==> src/rtl/video_luma_tracker_pkg.sv <==
// Shared constants for the luma tracker: BT.601 luma coefficients, rounding
// constant, default frame geometry and pipeline depth.
package video_luma_tracker_pkg;

    localparam int H_RES_DEF   = 800;
    localparam int V_RES_DEF   = 300;
    localparam int COORD_W_DEF = 11;

    // Coefficients sum to 256, so full-scale RGB maps to exactly 255.
    localparam logic [7:0]  COEF_R   = 8'd77;
    localparam logic [7:0]  COEF_G   = 8'd150;
    localparam logic [7:0]  COEF_B   = 8'd29;
    localparam logic [16:0] LUMA_RND = 17'd128;

    // Input-to-output latency; luma datapath and control delay line share it.
    localparam int PIPE_STAGES = 3;

endpackage

==> src/rtl/video_luma_tracker_rgb_to_luma.sv <==
// RGB -> 8-bit BT.601 luma, 3-stage pipeline with no control.
//   S1: three 16-bit products
//   S2: 17-bit sum plus rounding constant
//   S3: sum[15:8]
// Ports:
//   hdmi_clk, rst        pixel clock, async active-high reset
//   r, g, b              8-bit input components
//   luma                 8-bit luma, 3 cycles after r/g/b
module video_luma_tracker_rgb_to_luma
    import video_luma_tracker_pkg::*;
(
    input  logic       hdmi_clk,
    input  logic       rst,
    input  logic [7:0] r,
    input  logic [7:0] g,
    input  logic [7:0] b,
    output logic [7:0] luma
);

    logic [15:0] prod_r, prod_g, prod_b;
    logic [16:0] sum;

    always_ff @(posedge hdmi_clk or posedge rst) begin
        if (rst) begin
            prod_r <= '0;
            prod_g <= '0;
            prod_b <= '0;
            sum    <= '0;
            luma   <= '0;
        end else begin
            prod_r <= 16'(r) * 16'(COEF_R);
            prod_g <= 16'(g) * 16'(COEF_G);
            prod_b <= 16'(b) * 16'(COEF_B);
            sum    <= 17'(prod_r) + 17'(prod_g) + 17'(prod_b) + LUMA_RND;
            // Max sum is 255*256+128, so bit 16 is never set and the
            // truncation to sum[15:8] needs no saturation.
            luma   <= 8'(sum >> 8);
        end
    end

endmodule

==> src/rtl/video_luma_tracker.sv <==
// Raw HDMI pixel stream -> luma tagged with x/y coordinates, frame/line
// markers and geometry-error pulses, all delayed a fixed 3 cycles.
// Ports:
//   hdmi_clk, rst                   pixel clock, async active-high reset
//   hdmi_de/hs/vs                   input data enable and syncs (active-high)
//   hdmi_r/g/b                      input pixel components
//   luma                            BT.601 luma
//   de_o, hs_o, vs_o                delayed enable/syncs (de_o masked until synced)
//   x, y                            coordinates of the pixel on luma
//   frame_start, line_end           pixel (0,0) / last pixel of a line
//   line_err, frame_err             pulses for a bad line length / line count
module video_luma_tracker
    import video_luma_tracker_pkg::*;
#(
    parameter int H_RES   = H_RES_DEF,
    parameter int V_RES   = V_RES_DEF,
    parameter int COORD_W = COORD_W_DEF
) (
    input  logic               hdmi_clk,
    input  logic               rst,
    input  logic               hdmi_de,
    input  logic               hdmi_hs,
    input  logic               hdmi_vs,
    input  logic [7:0]         hdmi_r,
    input  logic [7:0]         hdmi_g,
    input  logic [7:0]         hdmi_b,
    output logic [7:0]         luma,
    output logic               de_o,
    output logic               hs_o,
    output logic               vs_o,
    output logic [COORD_W-1:0] x,
    output logic [COORD_W-1:0] y,
    output logic               frame_start,
    output logic               line_end,
    output logic               line_err,
    output logic               frame_err
);

    localparam logic [COORD_W-1:0] X_MAX  = '1;
    localparam logic [COORD_W-1:0] H_LEN  = COORD_W'(H_RES);
    localparam logic [COORD_W-1:0] H_LAST = COORD_W'(H_RES - 1);
    localparam logic [COORD_W:0]   V_LEN  = (COORD_W + 1)'(V_RES);

    typedef struct packed {
        logic               de;
        logic               hs;
        logic               vs;
        logic [COORD_W-1:0] x;
        logic [COORD_W-1:0] y;
        logic               fs;
        logic               le;
        logic               lerr;
        logic               ferr;
    } ctl_t;

    logic               de_q, vs_q, synced;
    logic [COORD_W-1:0] x_cnt, y_cnt;
    logic               de_fall, vs_rise;
    logic [COORD_W:0]   line_cnt;
    ctl_t               ctl_in, ctl_out;
    ctl_t               ctl_pipe [PIPE_STAGES];

    // Everything but hs/vs is gated by synced so a frame entered mid-way
    // (after reset) stays silent until the next vsync.
    always_comb begin
        de_fall  = de_q & ~hdmi_de;
        vs_rise  = hdmi_vs & ~vs_q;
        // A line closing on the vsync edge still belongs to the old frame.
        line_cnt = {1'b0, y_cnt} + {{COORD_W{1'b0}}, de_fall};

        ctl_in      = '0;
        ctl_in.de   = hdmi_de & synced;
        ctl_in.hs   = hdmi_hs;
        ctl_in.vs   = hdmi_vs;
        ctl_in.x    = x_cnt;
        ctl_in.y    = y_cnt;
        ctl_in.fs   = hdmi_de & synced & (x_cnt == '0) & (y_cnt == '0);
        ctl_in.le   = hdmi_de & synced & (x_cnt == H_LAST);
        ctl_in.lerr = synced & de_fall & (x_cnt != H_LEN);
        ctl_in.ferr = synced & vs_rise & (line_cnt != V_LEN);
    end

    always_ff @(posedge hdmi_clk or posedge rst) begin
        if (rst) begin
            de_q   <= 1'b0;
            vs_q   <= 1'b0;
            synced <= 1'b0;
            x_cnt  <= '0;
            y_cnt  <= '0;
        end else begin
            de_q <= hdmi_de;
            vs_q <= hdmi_vs;
            if (vs_rise)
                synced <= 1'b1;

            // Saturate so an overlong line keeps reporting a bad length
            // instead of wrapping back through H_RES.
            if (hdmi_de) begin
                if (x_cnt != X_MAX)
                    x_cnt <= x_cnt + 1'b1;
            end else if (de_fall) begin
                x_cnt <= '0;
            end

            if (vs_rise)
                y_cnt <= '0;
            else if (de_fall)
                y_cnt <= y_cnt + 1'b1;
        end
    end

    always_ff @(posedge hdmi_clk or posedge rst) begin
        if (rst) begin
            for (int i = 0; i < PIPE_STAGES; i++)
                ctl_pipe[i] <= '0;
        end else begin
            ctl_pipe[0] <= ctl_in;
            for (int i = 1; i < PIPE_STAGES; i++)
                ctl_pipe[i] <= ctl_pipe[i-1];
        end
    end

    assign ctl_out     = ctl_pipe[PIPE_STAGES-1];
    assign de_o        = ctl_out.de;
    assign hs_o        = ctl_out.hs;
    assign vs_o        = ctl_out.vs;
    assign x           = ctl_out.x;
    assign y           = ctl_out.y;
    assign frame_start = ctl_out.fs;
    assign line_end    = ctl_out.le;
    assign line_err    = ctl_out.lerr;
    assign frame_err   = ctl_out.ferr;

    video_luma_tracker_rgb_to_luma u_luma (
        .hdmi_clk (hdmi_clk),
        .rst      (rst),
        .r        (hdmi_r),
        .g        (hdmi_g),
        .b        (hdmi_b),
        .luma     (luma)
    );

endmodule

==> config.mk <==
export PLATFORM = sky130hd
export DESIGN_NAME = video_luma_tracker
export DESIGN_NICKNAME = d
export VERILOG_FILES = /design/src/rtl/video_luma_tracker_pkg.sv /design/src/rtl/video_luma_tracker_rgb_to_luma.sv /design/src/rtl/video_luma_tracker.sv
export SDC_FILE = /design/constraint.sdc
export NUM_CORES = 1
export LEC_CHECK = 0
export ABC_AREA = 1
export BUFFER_PORTS_ARGS = -buffer_cell sky130_fd_sc_hd__buf_2
export CAP_MARGIN = 20
export CORE_ASPECT_RATIO = 0.5
export CORE_MARGIN = 2
export CORE_UTILIZATION = 30
export DETAILED_ROUTE_END_ITERATION = 8
export GPL_TIMING_DRIVEN = 0
export SLEW_MARGIN = 20
export SYNTH_ARGS = -nofsm -noshare
export SYNTH_HDL_FRONTEND = slang
export SYNTH_SLANG_ARGS = --single-unit
==> constraint.sdc <==
create_clock -name hdmi_clk -period 5.1 [get_ports hdmi_clk]
set_input_delay 0.51 -clock hdmi_clk [delete_from_list [all_inputs] [get_ports hdmi_clk]]
set_output_delay 0.51 -clock hdmi_clk [all_outputs]
set_load 0.02 [all_outputs]
# [Word-level counts from Yosys, hierarchy flattened]
# Index checks and enable logic that the tools add are counted.
[word_totals] register_bits=178 inputBits=29 out_inout_bits=37 word_cells=72
[op_classes] n_addsub=6 n_mul=3 eq_ne=5 n_mux=5 n_bitwise=12 n_reduce_logical=5
[ops] op="$mux W11" n=5
[ops] op="$mul A8 B7 Y15 const B" n=2
[ops] op="$add A11 B1 Y11 const B" n=2
[ops] op="$logic_not A11 Y1" n=2
[ops] op="$add A15 B16 Y16" n=1
[ops] op="$add A16 B13 Y16" n=1
[ops] op="$add A16 B8 Y16 const B" n=1
[ops] op="$mul A8 B5 Y13 const B" n=1
[ops] op="$add A11 B1 Y12" n=1
[ops] op="$ne A12 B9 Y1 const B" n=1
[ops] op="$eq A11 B10 Y1 const B" n=1
[ops] op="$ne A11 B10 Y1 const B" n=1
[ops] op="$ne A11 B11 Y1 const B" n=1
[ops] op="$and A1 B1 Y1" n=10
[ops] op="$reduce_bool A2 Y1" n=2
[ops] op="$ne A2 B1 Y1 const B" n=1
[ops] op="$not A1 Y1" n=2
[ops] op="$reduce_and A2 Y1" n=1

# [Logic depth before layout (Yosys ltp)]
[depth] depth_word=5 ltp_mapped=15 mapped_depth_nobuf=15

# [Modules after synthesis]
# A second synthesis with hierarchy kept.
[unflattened] hier_cells=1019 area_unflattened_um2=9799.4
[by_module_without_submodules] module="video_luma_tracker_rgb_to_luma" n_inst=1 cells_per_inst=674 area_per_inst_um2=5841.9 seq_area_each_um2=1476.4
[by_module_without_submodules] module="video_luma_tracker" n_inst=1 cells_per_inst=345 area_per_inst_um2=3957.5 seq_area_each_um2=2777.7

# [Least setup slack after synthesis]
# Ideal clock, no wire load.
[synth_timing] path_kind="in2reg" from="input port hdmi_g[4]" to="register u_luma.prod_g[13]" setup_time_ns=0.125 arrival_ns=3.042 required_time_ns=4.975 slack_ns=1.933 path_stages=11 path_buffers=0 path_cell_list="ha_1 -> ha_1 -> inv_1 -> fa_1 -> fa_1 -> inv_1 -> ha_1 -> a21o_1 -> o21ai_0 -> nand3_1 -> xor2_1"
[synth_via] elab_chain_len=1
[synth_lines] item="from (decl)" line="video_luma_tracker.sv:25" rtl="input logic [7:0] hdmi_g,"
[synth_lines] item="$mul A8 B7 Y15" line="video_luma_tracker_rgb_to_luma.sv:32" rtl="prod_g <= 16'(g) * 16'(COEF_G);"
[synth_lines] item="to (signal assigned)" line="video_luma_tracker_rgb_to_luma.sv:32"
[synth_lines] item="to (decl)" line="video_luma_tracker_rgb_to_luma.sv:20" rtl="logic [15:0] prod_r, prod_g, prod_b;"
# Every way passes these cells.
# A chain may end at the register's enable or synchronous reset.

# [Worst setup path after layout]
[layout_timing] from="input port hdmi_r[4]" to="register u_luma.prod_r[12]"
[layout_via] elab_chain_len=1
[layout_lines] item="from (decl)" line="video_luma_tracker.sv:24" rtl="input logic [7:0] hdmi_r,"
[layout_lines] item="$mul A8 B7 Y15" line="video_luma_tracker_rgb_to_luma.sv:31" rtl="prod_r <= 16'(r) * 16'(COEF_R);"
[layout_lines] item="to (signal assigned)" line="video_luma_tracker_rgb_to_luma.sv:31"
[layout_lines] item="to (decl)" line="video_luma_tracker_rgb_to_luma.sv:20"
# Every way passes these cells.

==> impl_metrics.tcl <==
set metrics [dict create \
    antenna_found_initial 1 \
    stdcell_count 1486 \
    slew_headroom_pct 68.3 \
    vias_per_cell 4.28 \
    final_area_um2 11300 \
    die_h_um 131 \
    hp-class "primary input to asynchronous set/reset pin" \
    fmax_ghz 0.326 \
    drt_first_pass_iters 4 \
    ys_seq_area_share_pct 43.9 \
    layout_min_cycle_time_ns 3.07 \
    netlist_top_cells_area "dfrtp_1 (44%), ha_1 (17%), fa_1 (7.8%)" \
    nNetsFinal 1238 \
    wl_per_cell_um 11.9 \
    p_leak_nw 6.05 \
    core-area_um2 31800 \
    drv_slew 0 \
    drive_gt1_share_pct 15.9 \
    fillers 3140 \
    crit_fanout 5 \
    hold_violations 0 \
    endpoint_kind "flop" \
    vias 6359 \
    cts_max_level 4 \
    yosys.area.top_type_share_pct 43.9 \
    clockRootBuffer "clkbuf_16" \
    maxCapViolations 0 \
    synth_nets 1149 \
    drc 0 \
    status "completed" \
    final_util_pct 35.5 \
    rows 46 \
    clkSinkCount 170 \
    fin_setup_tns_ns 0 \
    fin_skew_ns 0.0157 \
    grt_pass1_wl_mm 31.1 \
    holdWs_ns 0.0902 \
    grt_max_degree 36 \
    cts_made_buffers 17 \
    synthArstFlopShare_pct 100 \
    initial_core_util_pct 30.5 \
    grt_util_all_layers_pct 11.3 \
    drt_iter0_markers 295 \
    fin_crit_sh_pct 60.2 \
    worst_slack_ns 2.03 \
    grt_overflow_total 0 \
    synth-main-ff-cell "dfrtp_1" \
    dp_slack_ns 1.59 \
    start_kind "primary input" \
    cts.repair.resized 0 \
    synth_cells 951 \
    synth_edf_count 0 \
    gp_congestion 0.893 \
    synth_area_um2 9700 \
    syn_area_per_cell_um2 10.2 \
    setup-violations-final 0 \
    clk_pin_slew_worst_paths_ns 0.07 \
    wirelength_mm 17.7 \
    postCtsSetupRepairBufs 0 \
    ir_drop_mv 0.377 \
    worst_pin_slew_ns 0.475 \
    cts_buffer_depth 2 \
    ys_types 38 \
    fin_total_pwr_mw 6.16 \
    ys_warn_count 0 \
    rsz0062_at_grt "false" \
    path_class "primary input to flop" \
    dieArea_um2 33900 \
    ys_ff_latch 170 \
    arrival_ns 3.38 \
    ctsHoldBuffers 0 \
    dp.final_hpwl_mm 14.3 \
    pin_count 66 \
    portBuffers 65 \
    place_area_um2 10700 \
    critPathLaunch "hdmi_r[4]" \
    syn2layout_area_growth_pct 16.4 \
    r2r_start "u_luma.prod_b[6]" \
    cp.required_ns 5.41 \
    powerDensity_nw_per_um2 545 \
    cts_tree "done" \
    grt_pass1_vias 6660 \
    synth_area_leader_cell "dfrtp_1" \
    die_w_um 258 \
    ant_nets 0 \
    clock_latency_ns 0.43 \
    dp_cells 1453 \
]
## where the power goes
| group | internal, mW | switching [mW] |
|---|---|---|
| sequential | 1.63 | 0.0949 |
| clock | 0.709 | 0.605 |
| combinational | 1.19 | 1.93 |
## sequential cells by signal (all words and copies together), names as in the netlist
signal / count
vs_o: 1
de_q: 1
hs_o: 1
ctl_pipe: 58
u_luma.prod_b: 13
frame_start: 1
y: 11
line_end: 1
y_cnt: 11
line_err: 1
x: 11
x_cnt: 11
u_luma.sum: 8
u_luma.prod_r: 15
u_luma.prod_g: 15
synced: 1
frame_err: 1
de_o: 1
u_luma.luma: 8
## area by class of cell
class / instances / area (um2) / area share [%]
Clock inverter: 15 / 194 / 1.72
Antenna cell: 1 / 2.50 / 0.0222
Buffer: 24 / 180 / 1.60
Inverter: 179 / 678 / 6.01
Tap cell: 432 / 541 / 4.79
Multi-Input combinational cell: 578 / 4590 / 40.7
Timing Repair Buffer: 70 / 425 / 3.77
Sequential cell: 170 / 4250 / 37.7
Clock buffer: 17 / 425 / 3.77
## cells in the final DEF (no fill, tap or decap), types with 24 or more instances in the layout
| cell type | count |
|---|---|
| a21oi_1 | 42 |
| buf_2 | 65 |
| buf_4 | 24 |
| dfrtp_1 | 170 |
| fa_1 | 38 |
| ha_1 | 131 |
| inv_1 | 173 |
| nand2_1 | 129 |
| nand3_1 | 46 |
| nor2_1 | 38 |
| xor2_1 | 27 |
## path summary, 6_finish.rpt
kind	slack, ns	depth (start not counted)	to
max	2.03	15	u_luma.prod_r[12]
min	0.09	2	ctl_pipe[85]
max reg2reg	2.48	13	u_luma.sum[14]
min reg2reg	0.35	0	x[1]
max in group asynchronous	4.25	4	y[4]
min in group hdmi_clk	0.18	1	ctl_pipe[85]
## synth_stat cells, types with 4 or more instances
master   number
a31oi_1       4
inv_1       174
nand2_4       4
nor3_1       12
xor2_1       27
xnor2_1      10
fa_1         38
nand3_1      46
buf_4        24
o21ai_0      15
o21ai_2       4
nand4_1      19
o21ai_1      11
nor2_1       38
a21o_1        6
nand2_1     129
dfrtp_1     170
ha_1        131
nor2_2        8
a21oi_1      42
nand2_2       5
## critical path, stage by stage
cell and delay (ns):
buf_2 0.14, ha_1 0.30, ha_1 0.27, inv_1 0.05, fa_1 0.50, fa_1 0.51, inv_1 0.04, ha_1 0.36
nand2_1 0.10, nand2_1 0.07, a21oi_1 0.13, nand2_1 0.10, nand2_1 0.07, nand2_1 0.07, xor2_1 0.14
## routing by layer
| layer | vias to the layer above | wire, um | track usage, % |
|---|---|---|---|
| li1 | 3219 | - | - |
| met1 | 3044 | 7870 | 13.4 |
| met2 | 73 | 9120 | 20.0 |
| met3 | 23 | 435 | 2.62 |
| met4 | 0 | 292 | 3.69 |
| met5 | - | 0 | 0 |
## cell families (layout without fill, tap and decap cells)
| logic type | after synthesis | in the layout | synth area share, % |
|---|---|---|---|
| AO/OA/AOI/OAI | 94 | 94 | 5.70 |
| XOR/XNOR | 37 | 37 | 3.34 |
| adder cells (fa/ha/maj) | 169 | 169 | 24.7 |
| buffers and inverters | 203 | 305 | 8.81 |
| flip-flops | 170 | 170 | 43.9 |
| other | 0 | 1 | 0 |
| AND/OR/NAND/NOR | 278 | 278 | 13.5 |
No activity file was read; power rests on OpenSTA's default activity.
